File: src/rtl/cmul_arbiter.sv
// Round-robin arbiter sharing one pipelined complex multiplier between NREQ requesters.
// Optional tag/valid cross-check against mul_rvalid: define CMUL_ARB_TAGCHK_EN.
module cmul_arbiter #(
   parameter int NREQ = 4,
   parameter int size = 16,
   parameter int LAT  = 4
) (
   input  logic                 clk,
   input  logic                 rst_n,
   input  logic                 en,
   input  logic [NREQ-1:0]      req_valid,
   output logic [NREQ-1:0]      req_ready,
   input  logic [NREQ*size-1:0] req_a,
   input  logic [NREQ*size-1:0] req_b,
   output logic                 mul_a_valid,
   output logic                 mul_b_valid,
   output logic [size-1:0]      mul_a,
   output logic [size-1:0]      mul_b,
   input  logic                 mul_rvalid,
   input  logic [3*size-1:0]    mul_result,
   output logic [NREQ-1:0]      rsp_valid,
   output logic [3*size-1:0]    rsp_result,
   output logic                 idle,
   output logic                 error
);
   localparam int PW = (NREQ > 1) ? $clog2(NREQ) : 1;

   typedef enum logic [1:0] {IDLE, RUN, DRAIN} state_t;

   state_t              state;
   logic [PW-1:0]       ptr, gidx;
   logic [PW:0]         idx;
   logic                gnt;
   logic [LAT:0]        vld_pipe;
   logic [LAT:0][PW-1:0] tag_pipe;
   logic                in_flight, fire;

   assign in_flight   = |vld_pipe;
   assign mul_b_valid = mul_a_valid;

   // First valid requester at or after ptr, wrapping; en gates the grant in the same cycle.
   always_comb begin
      req_ready = '0;
      gidx      = '0;
      gnt       = 1'b0;
      idx       = '0;
      for (int i = 0; i < NREQ; i++) begin
         idx = {1'b0, ptr} + (PW+1)'(i);
         if (idx >= (PW+1)'(NREQ)) idx = idx - (PW+1)'(NREQ);
         if (!gnt && state == RUN && en && req_valid[idx[PW-1:0]]) begin
            gnt  = 1'b1;
            gidx = idx[PW-1:0];
         end
      end
      if (gnt) req_ready[gidx] = 1'b1;
   end

   always_ff @(posedge clk or negedge rst_n) begin
      if (!rst_n) begin
         state <= IDLE;
         idle  <= 1'b1;
      end else begin
         case (state)
            IDLE:  if (en) begin
                      state <= RUN;
                      idle  <= 1'b0;
                   end
            RUN:   if (!en) state <= DRAIN;
            DRAIN: if (en) state <= RUN;
                   else if (!in_flight) begin
                      state <= IDLE;
                      idle  <= 1'b1;
                   end
            default: begin
               state <= IDLE;
               idle  <= 1'b1;
            end
         endcase
      end
   end

   always_ff @(posedge clk or negedge rst_n) begin
      if (!rst_n) begin
         ptr         <= '0;
         mul_a_valid <= 1'b0;
         mul_a       <= '0;
         mul_b       <= '0;
      end else begin
         mul_a_valid <= gnt;
         if (gnt) begin
            mul_a <= req_a[gidx*size +: size];
            mul_b <= req_b[gidx*size +: size];
            ptr   <= (gidx == PW'(NREQ-1)) ? '0 : gidx + PW'(1);
         end
      end
   end

   // Stage k holds a tag issued k+1 cycles ago; the tail lines up with mul_rvalid.
   always_ff @(posedge clk or negedge rst_n) begin
      if (!rst_n) begin
         vld_pipe <= '0;
         tag_pipe <= '0;
      end else begin
         vld_pipe <= {vld_pipe[LAT-1:0], gnt};
         tag_pipe <= {tag_pipe[LAT-1:0], gidx};
      end
   end

`ifdef CMUL_ARB_TAGCHK_EN
   assign fire = vld_pipe[LAT] & mul_rvalid;

   always_ff @(posedge clk or negedge rst_n) begin
      if (!rst_n)                          error <= 1'b0;
      else if (vld_pipe[LAT] != mul_rvalid) error <= 1'b1;
   end
`else
   logic unused_rvalid;
   assign unused_rvalid = mul_rvalid;
   assign fire          = vld_pipe[LAT];
   assign error         = 1'b0;
`endif

   always_ff @(posedge clk or negedge rst_n) begin
      if (!rst_n) begin
         rsp_valid  <= '0;
         rsp_result <= '0;
      end else begin
         rsp_valid <= '0;
         if (fire) begin
            rsp_valid[tag_pipe[LAT]] <= 1'b1;
            rsp_result               <= mul_result;
         end
      end
   end
endmodule
File: config.mk
export PLATFORM = sky130hd
export DESIGN_NAME = cmul_arbiter
export DESIGN_NICKNAME = d
export VERILOG_FILES = /design/src/rtl/cmul_arbiter.sv
export SDC_FILE = /design/constraint.sdc
export NUM_CORES = 1
export LEC_CHECK = 0
export ABC_AREA = 1
export BUFFER_PORTS_ARGS = -buffer_cell sky130_fd_sc_hd__buf_4
export CAP_MARGIN = 10
export CORE_MARGIN = 2
export CORE_UTILIZATION = 30
export DETAILED_ROUTE_END_ITERATION = 6
export REMOVE_ABC_BUFFERS = 1
export SYNTH_ARGS = -nofsm -noshare
export SYNTH_HDL_FRONTEND = slang
export SYNTH_SLANG_ARGS = --single-unit
File: constraint.sdc
create_clock -name clk -period 3.2 [get_ports clk]
set_input_delay 0 -clock clk [delete_from_list [all_inputs] [get_ports clk]]
set_output_delay 0 -clock clk [all_outputs]
set_load 0.03 [all_outputs]
==> results_dict.tcl, run 1 <==
set metrics [dict create \
    status "finished, final reports clean" \
    placementRows 50 \
    switching_share_pct 50.2 \
    drc 0 \
    die-area_um2 19900 \
    multi_input_area_um2 2380 \
    cts_made_buffers 9 \
    rrSetupSlack_ns 0.62 \
    drt_first_pass_iters 4 \
    setup_tns_ns 0 \
    synthCells 817 \
    p_int_mw 4.13 \
    globalRouteTotalUtil_pct 18.2 \
    worstPathMaxFanout 23 \
    slew_violations 0 \
    ctsHoldBuffers 55 \
    start_kind "flop" \
    gp_congestion 0.764 \
    power_density_nw_per_um2 961 \
    fin_cells 1360 \
    postRouteAntennaNets 0 \
    cts_setup_buffers 0 \
    rr_worst_depth 16 \
    required_ns 3.20 \
    p_switching_mw 4.17 \
    dpl_cell_area_um2 7770 \
    detail_route.vias_per_cell 4.35 \
    drt_iter0_drc 162 \
    seqPwrFrac_pct 27.3 \
    insertion_delay_ns 0.35 \
    antennaDiodeCount 0 \
    grt_max_degree 56 \
    hold_end "mul_a[12]$_DFFE_PN0P_" \
    vias 5912 \
    ys_seq_area_share_pct 46.3 \
    hold_violations 0 \
    leakage_nw 5.12 \
    wire_per_inst_um 13.3 \
    pin_count 276 \
    period_needed_ns 2.82 \
    peakVddDrop_mv 0.340 \
    clkTransAtPathRegs_ns 0.08 \
    clock_sinks 104 \
    htreeDepth 3 \
    globalRoute.totalOverflow 0 \
    design_area_um2 8630 \
    end_kind "output pin" \
    die_w_um 141 \
    ys_types 25 \
    grt_pass1_vias 5717 \
    rr_endpoint "mul_a[1]$_DFFE_PN0P_" \
    syn-cell-area_um2 5630 \
    layout.nets 1306 \
    min_period_over_period_pct 88.0 \
    finClkSkew_ns 0.00869 \
    setup_violations 0 \
    clockPowerShare_pct 13.9 \
    combinationalPowerShare_pct 58.9 \
    whs_ns 0.0213 \
    coreArea_um2 18600 \
    hp-class "input pin to flop" \
    dp_hpwl_mm 12.2 \
    clockRootBuffer "clkbuf_16" \
    synth_seq_cells 104 \
    grt_pass1_wl_mm 28.9 \
    portBuffers 273 \
    arrival_ns 2.82 \
    cts_resized 0 \
    hp-start "req_a[12]" \
    slew_headroom_pct 49.7 \
    nFillCells 1886 \
    tightest_slew_ns 0.755 \
    r2r-start "ptr[0]$_DFFE_PN0P_" \
    synthToLayoutAreaGrowth_pct 53.5 \
    start_util_pct 30.3 \
    seq_area_um2 2600 \
    dp_cells 1289 \
    avgSynthCellArea_um2 6.89 \
    rsz0062_at_grt "no" \
    cts_max_path_buffers 2 \
    drt_wl_total_mm 18.1 \
    die_y_um 141 \
    fmax_mhz 355 \
    whs_path_depth 7 \
    yosysWarnings 0 \
    drv_cap 0 \
    cts_tree "done" \
    drive_above_1_share_pct 28.2 \
    antenna_found_initial 0 \
    worstSetupPathType "flop to output pin" \
]
-- registers in the layout, indices dropped and copies added (netlist names) --
name / count
idle: 1
mul_a: 16
mul_b: 16
ptr: 2
rsp_result: 48
rsp_valid: 4
state: 2
tag_pipe: 10
vld_pipe: 5
-- placed cells by master, fill, tap and decap left out, drive strengths merged, types with 6 or more instances in the layout --
| master | synthesis | routed |
|---|---|---|
| nand2 | 453 | 453 |
| buf | 36 | 285 |
| dfrtp | 103 | 103 |
| nand3 | 102 | 102 |
| inv | 85 | 88 |
| dlygate4sd3 | 0 | 55 |
| nor2 | 9 | 9 |
| clkbuf | 11 | 9 |
| nor3 | 6 | 6 |
| clkinv | 2 | 6 |
-- power groups by stage --
stage          registers (mW)  logic [mW]  clock network, mW
2_1_floorplan            3.28        1.95                  0
3_3_place_gp             2.26        4.85                  0
3_5_place_dp             2.28        4.87                  0
4_1_cts                  2.26        4.93               1.20
5_1_grt                  2.33        5.41               1.25
6_report                 2.26        4.88               1.15
-- worst max-delay path: stages, from the launching register on --
cell,delay [ns]
dfrtp_1,0.57
inv_4,0.08
nand2_1,0.08
nand2_2,0.08
nand2_1,0.07
nand2_1,0.07
nand2_1,0.09
nand2_2,0.07
nand2_4,0.09
nand4_1,0.15
nand2_4,0.25
buf_4,0.33
ha_1,0.19
nand2_1,0.05
inv_1,0.10
buf_4,0.17
-- worst max path at each step --
stage / startpoint / endpoint / slack [ns] / depth (start not counted)
2_1_floorplan: ptr[0]$_DFFE_PN0P_ / req_ready[0] / -0.25 / 12
3_5_place_dp: ptr[0]$_DFFE_PN0P_ / mul_a[1]$_DFFE_PN0P_ / 0.57 / 16
3_3_place_gp: ptr[0]$_DFFE_PN0P_ / mul_a[1]$_DFFE_PN0P_ / 0.59 / 17
5_1_grt: ptr[0]$_DFFE_PN0P_ / req_ready[3] / 0.13 / 15
6_report: ptr[0]$_DFFE_PN0P_ / req_ready[3] / 0.38 / 15
4_1_cts: ptr[0]$_DFFE_PN0P_ / req_ready[3] / 0.35 / 13
-- cells by family after synthesis --
group	count (synthesis)	share of synthesized area (%)
and+or+nand+nor	572	41.4
buffers and inverters	134	11.5
DFF	104	46.3
AOI/OAI and AO/OA	5	0.511
adders and majority gates	1	0.222
other	1	0.0666
-- synthesized netlist by cell type --
cell,number,area share (%)
buf_1,1,0.067
nor2_1,9,0.60
nand2_4,4,0.80
inv_4,1,0.11
nand3_1,102,9.1
nand2_1,445,30
ha_1,1,0.22
conb_1,1,0.067
nand2_2,4,0.44
inv_1,80,5.3
a32oi_1,1,0.16
dfstp_2,1,0.47
nor3_1,5,0.44
inv_2,4,0.27
nor4_1,1,0.11
nand4_1,1,0.11
a21oi_1,3,0.27
buf_6,13,2.6
o21ai_0,1,0.089
buf_4,6,0.80
clkbuf_1,11,0.73
clkinv_1,2,0.13
nor3_2,1,0.18
buf_2,16,1.4
dfrtp_1,103,46
-- through the flow --
| step | total power [mW] | util, % | setup WS, ns |
|---|---|---|---|
| global placement | 7.11 | 41.8 | 0.589 |
| CTS | 8.39 | 46.5 | 0.348 |
| global route | 8.99 | 46.5 | 0.133 |
| floorplan | 5.23 | - | -0.252 |
| detailed placement | 7.15 | 41.8 | 0.566 |
| finish | 8.29 | 46.5 | 0.384 |
-- cell type report --
type / count / area share, %
repair buffers: 340 / 31.4
flip-flops and latches: 104 / 30.2
well taps: 234 / 3.39
clock inverters: 7 / 1.00
multi-input cells: 579 / 27.6
inverters: 87 / 3.81
clock buffers: 9 / 2.61
-- layer usage --
layer	routed length (um)	GRT usage, %	share of wire [%]	vias up
li1	-	-	-	3071
met1	8080	23.1	45	2620
met2	8300	30.3	46	213
met3	1540	5.77	8.5	8
met4	148	4.26	0.82	0
met5	0	0	0	-
No activity file was read; power rests on OpenSTA's default activity.
==> run 2: changes to the inputs <==
- clock period: 3.2 -> 3.62 ns (I/O delays scaled with it)
==> results_dict.tcl, run 2 (synthesized netlist as in run 1, its figures left out) <==
set metrics [dict create \
    cts_made_buffers 9 \
    detail_route.vias_per_cell 4.44 \
    largest_reg_flops 48 \
    clkTransAtPathRegs_ns 0.08 \
    globalRouteTotalUtil_pct 18.0 \
    end_kind "output pin" \
    p_switching_mw 3.64 \
    clockRootBuffer "clkbuf_16" \
    wire_per_inst_um 13.2 \
    die_w_um 141 \
    critPathMaxStageDelay_ns 0.55 \
    crit_path_top_delay_cell "nand2_4" \
    pin_count 276 \
    tightest_slew_ns 0.884 \
    htreeDepth 3 \
    cts_tree "done" \
    design_area_um2 8520 \
    seqPwrFrac_pct 27.6 \
    whs_ns 0.0174 \
    drv_cap 0 \
    finClkSkew_ns 0.0119 \
    top_regs "rsp_result (48), mul_a (16), mul_b (16)" \
    arrival_ns 2.84 \
    start_kind "flop" \
    synthToLayoutAreaGrowth_pct 51.4 \
    insertion_delay_ns 0.35 \
    coreArea_um2 18600 \
    antenna_found_initial 0 \
    leakage_nw 5.06 \
    dr.max_layer_used "met4" \
    mostFrequentLayoutCell "nand2_1" \
    crit_chain "inv_4 -> nand2_1 -> nand2_2 -> nand2_1 -> nand2_1 -> nand2_1 -> nand2_2 -> nand2_4 -> nand2_2 -> nand2_4 -> nand2_4 -> inv_1 -> ha_1 -> nand2_1 -> inv_1 -> buf_4" \
    grt_pass1_wl_mm 28.6 \
    rsz0062_at_grt "no" \
    regMostFlops "rsp_result" \
    combinationalPowerShare_pct 58.8 \
    die_y_um 141 \
    cts_resized 0 \
    worstSetupPathType "flop to output pin" \
    period_needed_ns 2.84 \
    globalRoute.totalOverflow 0 \
    status "finished, final reports clean" \
    grt_pass1_vias 5778 \
    drt-met1-wl_mm 7.89 \
    hold_violations 0 \
    power.total_mw 7.25 \
    final_cell_mix "445 x nand2_1, 281 x buf_4, 103 x dfrtp_1" \
    antennaDiodeCount 0 \
    rrSetupSlack_ns 0.90 \
    vias 5996 \
    layout.nets 1297 \
    met3WireLength_mm 1.51 \
    switching_share_pct 50.2 \
    crit_buf_inv 4 \
    power_density_nw_per_um2 851 \
    gp_congestion 0.786 \
    min_period_over_period_pct 78.3 \
    placementRows 50 \
    nFillCells 1889 \
    drt_first_pass_iters 5 \
    clockPowerShare_pct 13.6 \
    cts_max_path_buffers 2 \
    setup_violations 0 \
    worstPathMaxFanout 69 \
    peakVddDrop_mv 0.473 \
    wl_met2_mm 8.22 \
    portBuffers 273 \
    hp-class "input pin to flop" \
    fin_cells 1351 \
    dp_cells 1285 \
    drive_above_1_share_pct 28.0 \
    setup_tns_ns 0 \
    p_int_mw 3.61 \
    required_ns 3.62 \
    cp_top_family "simple AND/OR/NAND/NOR gates" \
    cp_common_cell "nand2_1" \
    dpl_cell_area_um2 7720 \
    start_util_pct 30.3 \
    dp_hpwl_mm 12.0 \
    grt_max_degree 73 \
    clock_sinks 104 \
    drt_iter0_drc 224 \
    postRouteAntennaNets 0 \
    slew_headroom_pct 41.1 \
    slew_violations 0 \
    drt_wl_total_mm 17.9 \
    drc 0 \
    die-area_um2 19900 \
    fmax_mhz 353 \
]
-- run 2: layout make-up --
cell class	count	area [um^2]	area share (%)
Clock buffer	10	239	2.81
Clock inverter	6	62.6	0.734
Inverter	87	329	3.86
Multi-Input combinational cell	579	2380	28.0
Sequential cell	104	2600	30.6
Tap cell	234	293	3.44
Timing Repair Buffer	331	2610	30.6
-- run 2: final timing paths --
path                                        from                         end  cells past startpoint
min reg2reg                tag_pipe[1]$_DFF_PN0_       tag_pipe[3]$_DFF_PN0_                      0
min in group asynchronous                  rst_n  rsp_result[15]$_DFFE_PN0P_                      2
min                                    req_b[10]       mul_b[10]$_DFFE_PN0P_                      7
max in group asynchronous                  rst_n        mul_b[2]$_DFFE_PN0P_                      3
max                           ptr[0]$_DFFE_PN0P_                req_ready[3]                     16
max reg2reg                   ptr[0]$_DFFE_PN0P_        mul_b[6]$_DFFE_PN0P_                     16
-- run 2: worst register-to-register path, delay by kind of cell, from the launching register on --
kind | cells | cell delay (ns)
AND/OR/NAND/NOR | 13 | 1.34
buffers and inverters | 3 | 0.77
flip-flops | 1 | 0.57
-- run 2: stage by stage --
step	utilization [%]	worst slack (ns)
floorplan	-	0.168
global placement	41.5	0.881
detailed placement	41.5	0.895
CTS	45.9	0.743
global route	45.9	0.490
finish	45.9	0.785
-- run 2: repair_timing --
| action | CTS | global route |
|---|---|---|
| hold endpoints to repair | 120 | 0 |
| hold buffers | 50 | 0 |
| buffers inserted | 0 | 0 |
| setup endpoints to repair | 0 | 0 |
-- run 2: per-layer routing --
| layer | up-vias | track usage [%] |
|---|---|---|
| met4 | 0 | 4.89 |
| met5 | - | 0 |
| met3 | 13 | 4.65 |
| met1 | 2685 | 22.5 |
| li1 | 3052 | - |
| met2 | 246 | 30.9 |
-- run 2: power by group through the flow --
stage | sequential (mW) | combinational, mW | clock [mW]
2_1_floorplan | 2.90 | 1.72 | 0
3_3_place_gp | 2.00 | 4.23 | 0
3_5_place_dp | 2.00 | 4.25 | 0
4_1_cts | 2.00 | 4.30 | 1.03
5_1_grt | 2.06 | 4.72 | 1.07
6_report | 2.00 | 4.26 | 0.988
==> run 3: changes to the inputs <==
- ABC_AREA: 1 -> 0
- clock period: 3.62 -> 2.5 ns (I/O delays scaled with it)
==> results_dict.tcl, run 3 <==
set metrics [dict create \
    antenna_found_initial 0 \
    die-area_um2 18300 \
    final_cell_mix "287 x buf_4, 101 x dfrtp_1, 50 x dlygate4sd3_1" \
    synth_top_area_share_pct 49.9 \
    rrSetupSlack_ns 0.27 \
    status "finished, final reports clean" \
    clock_sinks 104 \
    synthCells 421 \
    gp_congestion 0.743 \
    r2r-start "ptr[1]$_DFFE_PN0P_" \
    min_period_over_period_pct 94.4 \
    cts_max_path_buffers 2 \
    finClkSkew_ns 0.0128 \
    regMostFlops "rsp_result" \
    critPathMaxStageDelay_ns 0.48 \
    clkTransAtPathRegs_ns 0.07 \
    synth_edf_count 0 \
    grt_pass1_wl_mm 23.9 \
    slew_violations 0 \
    hold_violations 0 \
    largest_reg_flops 48 \
    top_regs "rsp_result (48), mul_a (16), mul_b (16)" \
    ys_seq_area_share_pct 50.4 \
    dp_hpwl_mm 11.1 \
    crit_chain "nand2b_1 -> o31a_1 -> nor3_2 -> o21ai_2 -> and2_2 -> buf_6 -> nor3_1 -> buf_4" \
    vias 4630 \
    cp.depth 8 \
    layout.nets 916 \
    cp_top_family "simple AND/OR/NAND/NOR gates" \
    seq_area_um2 2610 \
    cts_made_buffers 9 \
    portBuffers 273 \
    worstPathMaxFanout 20 \
    slew_headroom_pct 48.8 \
    netlist_top_cells_area "dfrtp_1 50%, mux2_2 10%, mux2_1 7.0%, mux2i_1 6.2%, nand4_1 3.9%" \
    synth.most_common_cell "dfrtp_1" \
    setup_violations 0 \
    fmax_mhz 424 \
    tightest_slew_ns 0.768 \
    avgSynthCellArea_um2 12.3 \
    globalRouteTotalUtil_pct 16.8 \
    crit_path_top_delay_cell "dfrtp_2" \
    ys_types 45 \
    synth_top_area_cell "dfrtp_1" \
    arrival_ns 2.36 \
    drc 0 \
    htreeDepth 3 \
    mostFrequentLayoutCell "buf_4" \
    grt_pass1_vias 4648 \
    nFillCells 1471 \
    required_ns 2.50 \
    drt_wl_total_mm 16.0 \
    die_y_um 135 \
    async_flop_share_pct 100 \
    hp-start "req_a[58]" \
    power_density_nw_per_um2 717 \
    setup_ws_ns 0.139 \
    antennaDiodeCount 0 \
    synthToLayoutAreaGrowth_pct 58.9 \
    start_kind "flop" \
    rr_worst_depth 7 \
    grt_max_degree 70 \
    drive_above_1_share_pct 51.2 \
    dominantRegCellSynth "dfrtp_1" \
    place_ws_ns 0.213 \
    wire_per_inst_um 16.7 \
    hp-class "input pin to flop" \
    clockRootBuffer "clkbuf_16" \
    start_util_pct 30.9 \
    globalRoute.totalOverflow 0 \
    synth_seq_cells 104 \
    cts_tree "done" \
    crit_buf_inv 2 \
    drt_iter0_drc 110 \
    yosysWarnings 0 \
    postRouteAntennaNets 0 \
    rsz0062_at_grt "no" \
    synth_commonest_cells "103 x dfrtp_1, 48 x mux2_2, 41 x nand2_1" \
    crit_start "ptr[1]$_DFFE_PN0P_" \
    pin_count 276 \
    rr_endpoint "mul_a[13]$_DFFE_PN0P_" \
    end_kind "output pin" \
    drt_first_pass_iters 4 \
    detail_route.vias_per_cell 4.84 \
    die_w_um 135 \
    setup_tns_ns 0 \
    cp-endpoint "req_ready[2]" \
    syn-cell-area_um2 5170 \
    drv_cap 0 \
    leakage_nw 4.04 \
    period_needed_ns 2.36 \
    multi_input_area_um2 2330 \
    coreArea_um2 16700 \
    worstSetupPathType "flop to output pin" \
    peakVddDrop_mv 0.426 \
    insertion_delay_ns 0.35 \
    placementRows 47 \
]
-- run 3: cell count changes in the layout (fill, tap and decap cells not counted), sizes merged, moves of 3 or more --
| cell | before | now |
|---|---|---|
| and2 | 0 | 3 |
| mux2i | 0 | 32 |
| nand2b | 0 | 4 |
| o311ai | 0 | 32 |
| nand3 | 102 | 2 |
| nand4 | 1 | 32 |
| o21ai | 1 | 4 |
| buf | 281 | 290 |
| inv | 88 | 7 |
| mux2 | 0 | 80 |
| a311oi | 0 | 3 |
| nand2 | 453 | 41 |
-- run 3: where the power goes --
part	internal (mW)	total (mW)	switching [mW]
clock	0.688	1.34	0.647
combinational	1.03	2.30	1.27
sequential	2.03	2.25	0.215
-- run 3: layout make-up --
class | instances | share of cell area [%]
Clock inverter | 5 | 0.503
Sequential cell | 104 | 31.7
Clock buffer | 11 | 2.83
Tap cell | 220 | 3.35
Timing Repair Buffer | 340 | 33.0
Inverter | 6 | 0.274
Multi-Input combinational cell | 270 | 28.4
-- run 3: stage by stage --
stage	cells	area (um^2)	hold slack (ns)	total power [mW]	utilization, %
5_1_grt	956	8210	0.0266	6.20	49.2
2_1_floorplan	380	4930	-0.296	3.48	-
6_report	956	8210	0.00983	5.88	49.2
3_3_place_gp	886	7390	-0.0115	4.46	44.2
4_1_cts	952	8170	0.00233	5.91	48.9
3_5_place_dp	886	7390	-0.0192	4.50	44.2
-- run 3: worst min-delay path by stage --
stage	endpoint	slack, ns	cells past startpoint
global placement	mul_a[6]$_DFFE_PN0P_	-0.01	1
finish	mul_a[10]$_DFFE_PN0P_	0.01	3
CTS	mul_a[10]$_DFFE_PN0P_	0.002	3
floorplan	mul_a[0]$_DFFE_PN0P_	-0.30	0
global route	mul_a[9]$_DFFE_PN0P_	0.03	3
detailed placement	mul_a[9]$_DFFE_PN0P_	-0.02	1
-- run 3: cell families after synthesis --
kind of cell,synth area share (%)
AOI/OAI and AO/OA,9.59
xor gates and xnor gates,0.169
adders and majority gates,0.242
buffers and inverters,5.11
DFF,50.4
muxes,23.6
other,0.0726
and+or+nand+nor,10.8
-- run 3: tightest hold or removal path: cells and delay by family --
kind | cells | cell delay, ns
buffers and inverters | 1 | 0.10
AO/OA/AOI/OAI | 1 | 0.09
multiplexers | 1 | 0.11
-- run 3: timing repair --
item	4_1_cts	5_1_grt
buffers inserted	0	4
hold buffers	50	0
resized for setup	1	4
cloned	0	0
endpoints found under the setup margin	1	2
pin swaps	0	1
endpoints found under the hold margin	82	0
-- run 3: routing by layer --
layer,track usage (%),routed length [um],vias up
met5,0,0,-
met4,5.38,310,0
met3,4.64,1300,21
met2,29.6,7860,220
met1,20.0,6530,2201
li1,-,-,2188
